<file path="config.mk">
export PLATFORM = sky130hd
export DESIGN_NAME = rom_load_sequencer
export DESIGN_NICKNAME = d
export VERILOG_FILES = /design/src/rtl/rom_load_pkg.sv /design/src/rtl/rom_load_settle_timer.sv /design/src/rtl/rom_load_sequencer.sv
export SDC_FILE = /design/constraint.sdc
export NUM_CORES = 1
export LEC_CHECK = 0
export CORE_MARGIN = 2
export CORE_UTILIZATION = 45
export CTS_CLUSTER_DIAMETER = 60
export DETAILED_ROUTE_END_ITERATION = 12
export MAX_ROUTING_LAYER = met4
export PLACE_DENSITY = 0.77
export SYNTH_ARGS = -nofsm -noshare
export SYNTH_HDL_FRONTEND = slang
export SYNTH_HIERARCHICAL = 1
export SYNTH_SLANG_ARGS = --single-unit
</file>
<file path="constraint.sdc">
create_clock -name clk_sys -period 3.2 [get_ports clk_sys]
set_clock_uncertainty 0.2 [all_clocks]
set_input_delay 0.64 -clock clk_sys [delete_from_list [all_inputs] [get_ports clk_sys]]
set_output_delay 0.64 -clock clk_sys [all_outputs]
set_load 0.01 [all_outputs]
</file>
<file path="src/rtl/rom_load_pkg.sv">
// rtl/rom_load_pkg.sv - region map, state encoding and address decode for the ROM load sequencer
package rom_load_pkg;

    localparam int NUM_RGN = 4;

    localparam logic [24:0] R0_BASE  = 25'h000_0000;
    localparam logic [24:0] R0_LIMIT = 25'h000_5FFF;
    localparam logic [24:0] R1_BASE  = 25'h000_6000;
    localparam logic [24:0] R1_LIMIT = 25'h000_8FFF;
    localparam logic [24:0] R2_BASE  = 25'h000_9000;
    localparam logic [24:0] R2_LIMIT = 25'h000_A7FF;
    localparam logic [24:0] R3_BASE  = 25'h000_A800;
    localparam logic [24:0] R3_LIMIT = 25'h000_A87F;

    typedef enum logic [1:0] {
        IDLE,
        LOAD,
        SETTLE,
        RUN
    } state_t;

    typedef struct packed {
        logic               valid;
        logic [NUM_RGN-1:0] onehot;
        logic [15:0]        local_addr;
    } rgn_dec_t;

    // Any address above R3_LIMIT, including nonzero bits 24:16, decodes as invalid.
    function automatic rgn_dec_t rgn_decode(input logic [24:0] addr);
        rgn_dec_t r;
        r = '0;
        if (addr <= R0_LIMIT) begin
            r.valid      = 1'b1;
            r.onehot     = 4'b0001;
            r.local_addr = 16'(addr - R0_BASE);
        end else if (addr <= R1_LIMIT) begin
            r.valid      = 1'b1;
            r.onehot     = 4'b0010;
            r.local_addr = 16'(addr - R1_BASE);
        end else if (addr <= R2_LIMIT) begin
            r.valid      = 1'b1;
            r.onehot     = 4'b0100;
            r.local_addr = 16'(addr - R2_BASE);
        end else if (addr <= R3_LIMIT) begin
            r.valid      = 1'b1;
            r.onehot     = 4'b1000;
            r.local_addr = 16'(addr - R3_BASE);
        end
        return r;
    endfunction

endpackage

</file>
<file path="src/rtl/rom_load_settle_timer.sv">
// rtl/rom_load_settle_timer.sv - loadable down-counter timing the post-download reset hold
module rom_load_settle_timer #(
    parameter int unsigned CYCLES = 1024
) (
    input  logic clk_i,
    input  logic rst_n_i,
    input  logic start_i,
    input  logic en_i,
    output logic expired_o
);

    localparam int unsigned W = (CYCLES > 1) ? $clog2(CYCLES) : 1;
    localparam logic [W-1:0] LOAD_VAL = W'(CYCLES - 1);

    logic [W-1:0] cnt_q, cnt_d;

    always_comb begin
        cnt_d = cnt_q;
        if (start_i) begin
            cnt_d = LOAD_VAL;
        end else if (en_i && (cnt_q != '0)) begin
            cnt_d = cnt_q - W'(1);
        end
    end

    always_ff @(posedge clk_i or negedge rst_n_i) begin
        if (!rst_n_i) begin
            cnt_q <= '0;
        end else begin
            cnt_q <= cnt_d;
        end
    end

    assign expired_o = (cnt_q == '0);

endmodule

</file>
<file path="src/rtl/rom_load_sequencer.sv">
// rtl/rom_load_sequencer.sv - turns the ioctl download into region strobes and holds the core in reset
// Define ROM_LOAD_CHECKSUM_EN to add a running byte sum checked against EXPECTED_SUM (sum_out port).
module rom_load_sequencer
    import rom_load_pkg::*;
#(
    parameter int unsigned SETTLE_CYCLES = 1024,
    parameter int unsigned TOTAL_BYTES   = 43136
`ifdef ROM_LOAD_CHECKSUM_EN
    ,
    parameter logic [15:0] EXPECTED_SUM  = 16'h0000
`endif
) (
    input  logic               clk_sys,
    input  logic               reset_n,
    input  logic               ioctl_download,
    input  logic               ioctl_wr,
    input  logic [24:0]        ioctl_addr,
    input  logic [7:0]         ioctl_dout,
    output logic [NUM_RGN-1:0] rgn_we,
    output logic [15:0]        rgn_addr,
    output logic [7:0]         rgn_data,
    output logic               core_reset,
    output logic               load_done,
    output logic               load_error,
    output logic [16:0]        byte_count
`ifdef ROM_LOAD_CHECKSUM_EN
    ,
    output logic [15:0]        sum_out
`endif
);

    localparam logic [16:0] BYTE_MAX = 17'h1FFFF;
    localparam logic [16:0] TOTAL    = 17'(TOTAL_BYTES);

    state_t             state_q, state_d;
    logic [NUM_RGN-1:0] we_q, we_d;
    logic [15:0]        addr_q, addr_d;
    logic [7:0]         data_q, data_d;
    logic [16:0]        count_q, count_d;
    logic               err_q, err_d;
    logic               tmr_start, tmr_expired;
    logic               load_entry, settle_exit, wr_take, sum_bad;
    rgn_dec_t           dec;

    assign dec = rgn_decode(ioctl_addr);

    // A write coinciding with the fall of ioctl_download still belongs to this load.
    assign wr_take = ioctl_wr && (ioctl_download || (state_q == LOAD));

    always_comb begin
        state_d = state_q;
        unique case (state_q)
            IDLE:   if (ioctl_download) state_d = LOAD;
            LOAD:   if (!ioctl_download) state_d = SETTLE;
            SETTLE: begin
                if (ioctl_download) begin
                    state_d = LOAD;
                end else if (tmr_expired) begin
                    state_d = RUN;
                end
            end
            RUN:    if (ioctl_download) state_d = LOAD;
        endcase
    end

    assign load_entry  = (state_d == LOAD) && (state_q != LOAD);
    assign settle_exit = (state_q == SETTLE) && (state_d == RUN);
    assign tmr_start   = (state_q == LOAD) && (state_d == SETTLE);

    rom_load_settle_timer #(
        .CYCLES(SETTLE_CYCLES)
    ) u_settle (
        .clk_i    (clk_sys),
        .rst_n_i  (reset_n),
        .start_i  (tmr_start),
        .en_i     (state_q == SETTLE),
        .expired_o(tmr_expired)
    );

`ifdef ROM_LOAD_CHECKSUM_EN
    logic [15:0] sum_q, sum_d;

    always_comb begin
        sum_d = load_entry ? 16'h0000 : sum_q;
        if (wr_take && dec.valid) begin
            sum_d = sum_d + {8'h00, ioctl_dout};
        end
    end

    always_ff @(posedge clk_sys or negedge reset_n) begin
        if (!reset_n) begin
            sum_q <= 16'h0000;
        end else begin
            sum_q <= sum_d;
        end
    end

    assign sum_bad = (sum_q != EXPECTED_SUM);
    assign sum_out = sum_q;
`else
    assign sum_bad = 1'b0;
`endif

    always_comb begin
        we_d    = '0;
        addr_d  = addr_q;
        data_d  = data_q;
        count_d = load_entry ? 17'h0 : count_q;
        err_d   = load_entry ? 1'b0 : err_q;
        if (wr_take) begin
            if (dec.valid) begin
                we_d   = dec.onehot;
                addr_d = dec.local_addr;
                data_d = ioctl_dout;
                if (count_d != BYTE_MAX) begin
                    count_d = count_d + 17'd1;
                end
            end else begin
                err_d = 1'b1;
            end
        end
        if (settle_exit && ((count_q != TOTAL) || sum_bad)) begin
            err_d = 1'b1;
        end
    end

    always_ff @(posedge clk_sys or negedge reset_n) begin
        if (!reset_n) begin
            state_q <= IDLE;
            we_q    <= '0;
            addr_q  <= 16'h0;
            data_q  <= 8'h0;
            count_q <= 17'h0;
            err_q   <= 1'b0;
        end else begin
            state_q <= state_d;
            we_q    <= we_d;
            addr_q  <= addr_d;
            data_q  <= data_d;
            count_q <= count_d;
            err_q   <= err_d;
        end
    end

    // Looking at state_d lets a re-download re-assert reset in the cycle it is seen.
    assign core_reset = (state_q != RUN) || (state_d != RUN);
    assign load_done  = (state_q == RUN) && !err_q;
    assign load_error = err_q;
    assign byte_count = count_q;
    assign rgn_we     = we_q;
    assign rgn_addr   = addr_q;
    assign rgn_data   = data_q;

endmodule

</file>
### After elaboration in Yosys (flattened, before gate mapping)

Cells that the tools add are included.

| word-level totals | value |
|---|---|
| flip-flop bits (word level) | 58 |
| logic and storage cells | 64 |

| cells by class | value |
|---|---|
| order comparisons | 4 |
| reduce and logical (&&, ||, !) cells | 16 |
| eq/ne operators | 11 |
| add/sub/neg operators | 5 |
| muxes and demuxes | 21 |

Operators by type and width:

| kind | count |
|---|---|
| $mux 21 | 4 |
| $le 25x16->1 const B | 3 |
| $mux 17 | 4 |
| $sub 16x16->16 const B | 2 |
| $le 25x15->1 const B | 1 |
| $mux 10 | 2 |
| $add 17x1->17 const B | 1 |
| $ne 17x16->1 const B | 1 |
| $ne 17x17->1 const B | 1 |
| $sub 16x15->16 const B | 1 |
| $logic_not 10->1 | 1 |
| $reduce_bool 10->1 | 1 |
| $sub 10x1->10 const B | 1 |
| $eq 2x2->1 const B | 4 |
| $mux 2 | 4 |
| $mux 4 | 2 |
| $logic_and 1x1->1 | 7 |
| $pmux 2 s3 | 1 |
| $eq 2x1->1 const B | 2 |
| $mux 1 | 4 |
| $ne 2x2->1 const B | 2 |
| $logic_not 2->1 | 1 |
| $logic_or 1x1->1 | 2 |
| $ne 2x1->1 const B | 1 |
| other kinds (4) | 4 |

### Depth between registers and ports, before layout

Gate-level depths: netlist of run 1.

| depth | value |
|---|---|
| depth after elaboration | 11 |
| gate-level depth with buffers | 13 |
| gate-level depth less buffers | 11 |

### Modules after synthesis

The synthesis of run 1 kept the hierarchy.

Modules (own cells, without submodules):

| module | instances | cells an instance | area each (µm²) | seq. area each (µm²) |
|---|---|---|---|---|
| rom_load_sequencer | 1 | 330 | 2912.8 | 1201.2 |
| rom_load_settle_timer | 1 | 62 | 601.8 | 250.2 |

### Least setup slack after synthesis of run 1

Ideal clock, no wire load.

| timing path | value |
|---|---|
| path type | flip-flop to flip-flop |
| start point | register u_settle.cnt_q[0] |
| end point | register count_q[5] (netlist: byte_count[5]) |
| slack | -112 ps |
| clock period less this slack | 3312 ps |
| cell stages (with the launch flop) | 13 |
| data arrival time | 2993 ps |
| cells stage by stage | dfrtp_1 -> inv_1 -> ha_1 -> or4b_2 -> nor3_1 -> nand2_1 -> a21o_1 -> a21boi_0 -> nand2_1 -> a211oi_2 -> buf_6 -> a21oi_2 -> a31o_1 |

| on the way | value |
|---|---|
| cells in the longest elaborated chain, start to end | 11 |

Ends and longest elaborated chain:

| what | RTL line | RTL |
|---|---|---|
| start, declared | rom_load_settle_timer.sv:15 | `logic [W-1:0] cnt_q, cnt_d;` |
| start signal, assigned | rom_load_settle_timer.sv:30 | `cnt_q <= cnt_d;` |
| $logic_not 10->1 (*) | rom_load_settle_timer.sv:34 | `assign expired_o = (cnt_q == '0);` |
| via tmr_expired | rom_load_sequencer.sv:41 | `logic tmr_start, tmr_expired;` |
| $mux 2 (*) | rom_load_sequencer.sv:58 | `end else if (tmr_expired) begin` |
| $mux 2 (*) | rom_load_sequencer.sv:56 | `if (ioctl_download) begin` |
| $pmux 2 s3 (*) | rom_load_sequencer.sv:52 | `unique case (state_q)` |
| $eq 2x1->1 (*) | rom_load_sequencer.sv:66 | `assign load_entry = (state_d == LOAD) && (state_q != LOAD);` |
| $logic_and 1x1->1 (*) | rom_load_sequencer.sv:66 |  |
| $mux 17 (*) | rom_load_sequencer.sv:108 | `count_d = load_entry ? 17'h0 : count_q;` |
| $add 17x1->17 / $ne 17x17->1 (equally long branches) | rom_load_sequencer.sv:116, rom_load_sequencer.sv:115 |  |
| $mux 17 | rom_load_sequencer.sv:115 | `if (count_d != BYTE_MAX) begin` |
| $mux 17 | rom_load_sequencer.sv:111 | `if (dec.valid) begin` |
| $mux 17 (*) | rom_load_sequencer.sv:110 | `if (wr_take) begin` |
| via count_d[5] | rom_load_sequencer.sv:39 | `logic [16:0] count_q, count_d;` |
| end signal, assigned | rom_load_sequencer.sv:140 | `count_q <= count_d;` |
| end, declared | rom_load_sequencer.sv:39 |  |

The timed path passes the listed nets; every way through them passes the cells marked *.
A chain may end at the register's enable or synchronous reset.

### Final worst setup path of run 1

| timing path | value |
|---|---|
| start point | register u_settle.cnt_q[1] |
| end point | output core_reset |

| on the way | value |
|---|---|
| cells in the longest elaborated chain, start to end | 6 |

Ends and longest elaborated chain:

| what | RTL line | RTL |
|---|---|---|
| $logic_not 10->1 | rom_load_settle_timer.sv:34 |  |
| via tmr_expired | rom_load_sequencer.sv:41 |  |
| $mux 2 | rom_load_sequencer.sv:58 |  |
| $mux 2 | rom_load_sequencer.sv:56 |  |
| $pmux 2 s3 | rom_load_sequencer.sv:52 |  |
| via state_d[1] | rom_load_sequencer.sv:35 | `state_t state_q, state_d;` |
| $ne 2x2->1 | rom_load_sequencer.sv:146 | `assign core_reset = (state_q != RUN) \|\| (state_d != RUN);` |
| $logic_or 1x1->1 | rom_load_sequencer.sv:146 |  |
| end, declared | rom_load_sequencer.sv:22 | `output logic core_reset,` |

The timed path passes the listed nets, and every way through them passes these cells.

==> impl_metrics.yaml, run 1 <==
synth:
  ys_types: 68
  ys_seq_area_share_pct: 41.3
  synth_edf_count: 0
  async_flop_share_pct: 100
  synthesis.nets: 447
  syn_area_um2: 3510
  ys.warnings.count: 6
  ys_ff_latch: 58
  postSynthCellCount: 392
  synth_area_per_cell_um2: 8.97
  synth_ff_type: "dfrtp_1"
timing:
  worst_pin_slew_ps: 740
  finalSetupViolCount: 1
  slew-limit-headroom_pct: 50.7
  hold_ws_ps: 235
  hold_viol: 0
  worst_slack_ps: -40.6
  fmax_mhz: 309
  finalSetupTns_ps: -40.6
  drv_slew: 0
  finalCriticalPeriod_ps: 3240
  min_period_over_period_pct: 101
  rsz0062_at_grt: "yes"
drt:
  wl_per_cell_um: 15.0
  post-route-drc-count: 0
  vias: 3535
  drt_iter0_drc: 168
  ant_nets: 0
  drt_wl_total_um: 9640
  via_per_inst: 5.49
  dr.pass1.iters: 6
floorplan:
  die-area_um2: 8530
  rows: 32
  initial_core_util_pct: 46.0
  dieWidth_um: 92.4
  core-area_um2: 7650
  die_height_um: 92.4
  design.portCount: 85
clock_network:
  clk_pin_slew_worst_paths_ps: 70
  cts_buffers: 9
  cts-root-buf: "clkbuf_8"
  worst_skew_pair.late_latency_ps: 350
  cts_buffer_depth: 2
  numClockSinks: 58
  cts_max_level: 3
  tritoncts: "yes"
  cts-hold-fix-buffers: 0
worst_setup_path:
  crit_type: "flip-flop to primary output"
  r2r_setup_slack_ps: 110
  setup.worst_path.start_class: "flip-flop"
  end_kind: "primary output"
  reg2reg_from: "u_settle/cnt_q[1]"
  r2r_end: "byte_count[14]"
  critPathMaxFanout: 3
  r2r_cells: 12
  worstPathRequired_ps: 2360
  crit_arrival_ps: 2400
finish:
  final_common_cell: "clkdlybuf4s50_1"
  drive_gt1_share_pct: 22.0
  finalInstanceArea_um2: 5180
  diodes: 0
  area_growth_syn_to_layout_pct: 47.4
  layout_common_cells: "82 x clkdlybuf4s50_1, 81 x nand2_1, 67 x buf_4"
  nNetsFinal: 592
grt:
  overflow: 0
  grt_usage_pct: 24.1
  grt_pass1_vias: 3455
  grt_pass1_wl_um: 16000
  grt_max_degree: 59
  antenna_found_initial: 0
flow_run:
  maxCapViolations: 0
outcome:
  outcome: "complete, but fails checks"
  violations: "negative setup slack"
placement:
  dp_hpwl_um: 7090
  placed_cell_area_um2: 4850
  portBuffers: 84
  place.gp.congestion: 0.952
  post-place-ws_ps: -245
power:
  leakage_nw: 2.27
  peakVddDrop_mv: 0.306
  p_total_mw: 2.26
  power.density_nw_per_um2: 437
hold_path:
  min_path_type: "input port to asynchronous set/reset pin"
[cell families after synthesis]
family,after synthesis,synth area share (%)
simple gates,185,26.3
compound gates,85,17.9
flops,58,41.3
buf+inv,34,4.73
fa+ha+maj,18,6.41
xor+xnor,6,1.50
mux,6,1.82
[layout make-up]
cell class | instances | area (µm²)
inverters | 15 | 56.3
well taps | 102 | 128
flip-flops and latches | 58 | 1450
multi-input cells | 300 | 1960
fillers | 614 | 2470
repair buffers | 153 | 1370
clock buffers | 12 | 165
clock inverters | 4 | 48.8
[report_power, final]
| group | leakage, nW | switching (mW) | total (mW) | internal (mW) |
|---|---|---|---|---|
| clock | 0.112 | 0.307 | 0.729 | 0.422 |
| combinational | 1.40 | 0.377 | 0.709 | 0.332 |
| sequential | 0.754 | 0.0436 | 0.826 | 0.782 |
| total | 2.27 | 0.728 | 2.26 | 1.54 |
[per-stage QoR]
stage | instances | util [%]
after CTS | 640 | 66.8
after global placement | 621 | 63.5
final | 644 | 67.7
after floorplan | 392 | -
after global routing | 644 | 67.7
after detailed placement | 621 | 63.5
[worst max-delay path by stage]
stage / depth (start not counted) / startpoint / end / slack, ps
after floorplan: 11 / u_settle/cnt_q[0] / byte_count[14] / 50
after global placement: 12 / ioctl_addr[12] / rgn_addr[13] / -170
after detailed placement: 11 / u_settle/cnt_q[0] / core_reset / -240
after CTS: 11 / u_settle/cnt_q[0] / core_reset / 20
after global routing: 11 / u_settle/cnt_q[0] / core_reset / -160
final: 11 / u_settle/cnt_q[1] / core_reset / -40
[metal layers]
layer  wire [µm]  part of all wire [%]  vias to the layer above  track usage [%]
met3         433                   4.5                       26             4.64
met4         255                   2.6                        0             10.1
li1            -                     -                     1697                -
met5           0                     0                        -                -
met2        4710                    49                      101             38.7
met1        4250                    44                     1711             30.1
[registers in the layout, summed over array words and instances (netlist names)]
signal,flops
state_q,2
u_settle/cnt_q,10
rgn_we,4
byte_count,17
rgn_data,8
rgn_addr,16
load_error,1
[what timing repair did]
| item | CTS | global route |
|---|---|---|
| resized for setup | 12 | 11 |
| cloned | 0 | 0 |
| endpoints found under the setup margin | 7 | 8 |
| pin swaps | 5 | 9 |
| hold endpoints to repair | 0 | 0 |
| buffers inserted | 3 | 4 |
[cell usage after synthesis, types with 3 or more instances]
cell type	count	share of area [%]
a31o_1	4	1.0
o21ai_0	10	1.4
and2_1	4	0.71
nand2b_1	4	0.71
or3_1	4	0.71
and3_1	6	1.1
a21oi_1	13	1.9
o211ai_1	4	0.85
a211oi_1	4	0.85
a21oi_2	4	1.0
nor4_1	9	1.6
a21o_1	4	0.85
clkbuf_1	12	1.3
nand3_1	12	1.7
nand4_1	4	0.71
dfrtp_1	58	41
o311ai_0	3	0.75
mux2i_1	3	0.85
nor2b_1	3	0.53
o31ai_1	5	1.1
nor2_1	24	2.6
xnor2_1	5	1.2
ha_1	18	6.4
o21ai_1	3	0.43
a31oi_1	4	0.71
nor3_1	7	1.0
inv_1	15	1.6
buf_6	4	1.3
or4_1	7	1.5
nand2_1	85	9.1
[critical path: stages, from the launching register on]
cell and delay [ps]:
dfrtp_1 390, inv_1 60, ha_2 170, or4b_4 480, nor3_4 220, nand2_2 100
nand2_1 110, nor2_2 50, o21ai_2 140, and2_4 160, nand2_2 50, buf_6 110
Power figures use the tool's default switching activity.
==> inputs of run 2 (changes only) <==
--- a/config.mk
+++ b/config.mk
@@ -6,11 +6,12 @@
 export NUM_CORES = 1
 export LEC_CHECK = 0
 export CORE_MARGIN = 2
-export CORE_UTILIZATION = 45
+export CORE_UTILIZATION = 47
+export CTS_BUF_LIST = sky130_fd_sc_hd__clkbuf_4 sky130_fd_sc_hd__clkbuf_8
 export CTS_CLUSTER_DIAMETER = 60
 export DETAILED_ROUTE_END_ITERATION = 12
 export MAX_ROUTING_LAYER = met4
-export PLACE_DENSITY = 0.77
+export PLACE_DENSITY = 0.79
 export SYNTH_ARGS = -nofsm -noshare
 export SYNTH_HDL_FRONTEND = slang
 export SYNTH_HIERARCHICAL = 1
==> run 2 against run 1 <==
- the flow still finishes with violations (negative setup slack)
- count of clock-buffer cells in the layout is the same
- design area increased by 2.0%
- die area is 4.1% lower
- clock power grew 9.5%
==> impl_metrics.yaml, run 2 (same netlist as run 1, synthesis figures left out) <==
outcome:
  outcome: "complete, but fails checks"
  violations: "negative setup slack"
flow_run:
  maxCapViolations: 0
floorplan:
  initial_core_util_pct: 48.5
  dieWidth_um: 90.5
  design.portCount: 85
  rows: 31
  die_height_um: 90.5
  die-area_um2: 8190
  core-area_um2: 7250
drt:
  drt_wl_total_um: 10200
  drt_iter0_drc: 166
  vias: 3587
  ant_nets: 0
  via_per_inst: 5.52
  wl_per_cell_um: 15.6
  dr.pass1.iters: 4
  post-route-drc-count: 0
worst_setup_path:
  r2r_setup_slack_ps: 160
  end_kind: "primary output"
  crit_arrival_ps: 2370
  crit_type: "flip-flop to primary output"
  r2r_end: "state_q[1]"
  setup.worst_path.start_class: "flip-flop"
  critPathMaxFanout: 4
  r2r_cells: 17
  reg2reg_from: "state_q[0]"
  worstPathRequired_ps: 2360
placement:
  portBuffers: 84
  dp_hpwl_um: 7120
  place.gp.congestion: 0.940
  placed_cell_area_um2: 4870
  post-place-ws_ps: -295
clock_network:
  worst_skew_pair.late_latency_ps: 350
  numClockSinks: 58
  clk_pin_slew_worst_paths_ps: 70
  tritoncts: "yes"
  cts-root-buf: "clkbuf_8"
  cts_buffer_depth: 2
  cts_buffers: 9
  cts_max_level: 3
grt:
  grt_usage_pct: 26.9
  overflow: 0
  grt_pass1_wl_um: 17300
  grt_pass1_vias: 3701
  grt_max_degree: 59
  antenna_found_initial: 0
power:
  leakage_nw: 2.32
  p_total_mw: 2.44
  peakVddDrop_mv: 0.288
  power.density_nw_per_um2: 462
finish:
  area_growth_syn_to_layout_pct: 50.4
  largest_register_ff_count: 17
  finalInstanceArea_um2: 5290
  fill_cells: 541
  final_common_cell: "nand2_1"
  nNetsFinal: 601
  diodes: 0
  layout.area.seq_um2: 1450
  layout_common_cells: "84 x nand2_1, 82 x clkdlybuf4s50_1, 75 x buf_4"
  drive_gt1_share_pct: 23.4
  multi_input_area_um2: 1970
timing:
  hold_viol: 0
  min_period_over_period_pct: 100
  slew-limit-headroom_pct: 51.5
  hold_ws_ps: 231
  finalSetupViolCount: 1
  fmax_mhz: 311
  worst_slack_ps: -12.4
  drv_slew: 0
  worst_pin_slew_ps: 727
  finalSetupTns_ps: -12.4
  rsz0062_at_grt: "yes"
  finalCriticalPeriod_ps: 3210
hold_path:
  min_path_type: "input port to asynchronous set/reset pin"
## run 2: changes by cell type in the layout (fill, tap and decap cells not counted), moves of 2 or more
cell,before,now
buf_4,67,75
nand2_2,4,1
buf_6,2,0
buf_12,1,3
nand2_1,81,84
## run 2: per-layer routing
metal / GRT usage [%] / wire (µm) / share of wire, %
met2: 44.5 / 5100 / 50
met4: 13.2 / 346 / 3.4
met3: 5.18 / 437 / 4.3
met1: 31.5 / 4280 / 42
met5: - / 0 / 0
## run 2: layout make-up
cell class	count	share of cell area (%)
sequential	58	27.5
tap	99	2.34
timing repair buffer	162	27.5
inverter	15	1.07
multi-input combinational	300	37.2
clock buffer	12	3.01
clock inverter	4	1.40
## run 2: metrics by stage
step	instances	util, %
floorplan	392	-
global placement	618	67.2
detailed placement	618	67.2
CTS	649	72.4
global route	650	72.9
finish	650	72.9
## run 2: worst max-delay path, cell delays in order (launching register included)
cell     delay [ps]
dfrtp_1         380
inv_1            70
ha_2            190
or4b_4          480
nor3_4          160
nand2_2         100
a21oi_2         170
a31o_2          160
and2_4          150
nand2_1          50
buf_2           130
## run 2: timing repair
action,CTS,global route
hold buffers,0,0
cloned,0,0
endpoints found under the hold margin,0,0
endpoints found under the setup margin,8,19
resized for setup,13,9
pin swaps,6,5
buffers inserted,15,1
## run 2: how the worst max path moves through the flow
stage                           start        endpoint  slack (ps)  depth (start not counted)
floorplan           u_settle/cnt_q[0]  byte_count[14]          50                         11
global placement       ioctl_addr[10]   byte_count[3]        -230                         11
detailed placement      ioctl_addr[5]   byte_count[7]        -300                          9
CTS                 u_settle/cnt_q[1]      core_reset           6                         11
global route        u_settle/cnt_q[1]      core_reset        -110                         11
finish              u_settle/cnt_q[1]      core_reset         -10                         10
## run 2: where the power goes
group / switching [mW] / leakage [nW] / internal [mW] / total, mW
Sequential: 0.0438 / 0.754 / 0.782 / 0.826
Clock: 0.308 / 0.120 / 0.490 / 0.798
Combinational: 0.409 / 1.45 / 0.411 / 0.819
==> inputs of run 3 (changes only) <==
--- a/config.mk
+++ b/config.mk
@@ -8,7 +8,7 @@
 export CORE_MARGIN = 2
 export CORE_UTILIZATION = 47
 export CTS_BUF_LIST = sky130_fd_sc_hd__clkbuf_4 sky130_fd_sc_hd__clkbuf_8
-export CTS_CLUSTER_DIAMETER = 60
+export CTS_CLUSTER_DIAMETER = 30
 export DETAILED_ROUTE_END_ITERATION = 12
 export MAX_ROUTING_LAYER = met4
 export PLACE_DENSITY = 0.79
==> results of run 3 <==
Final layout, timing and power as in run 2 (identical DEF).
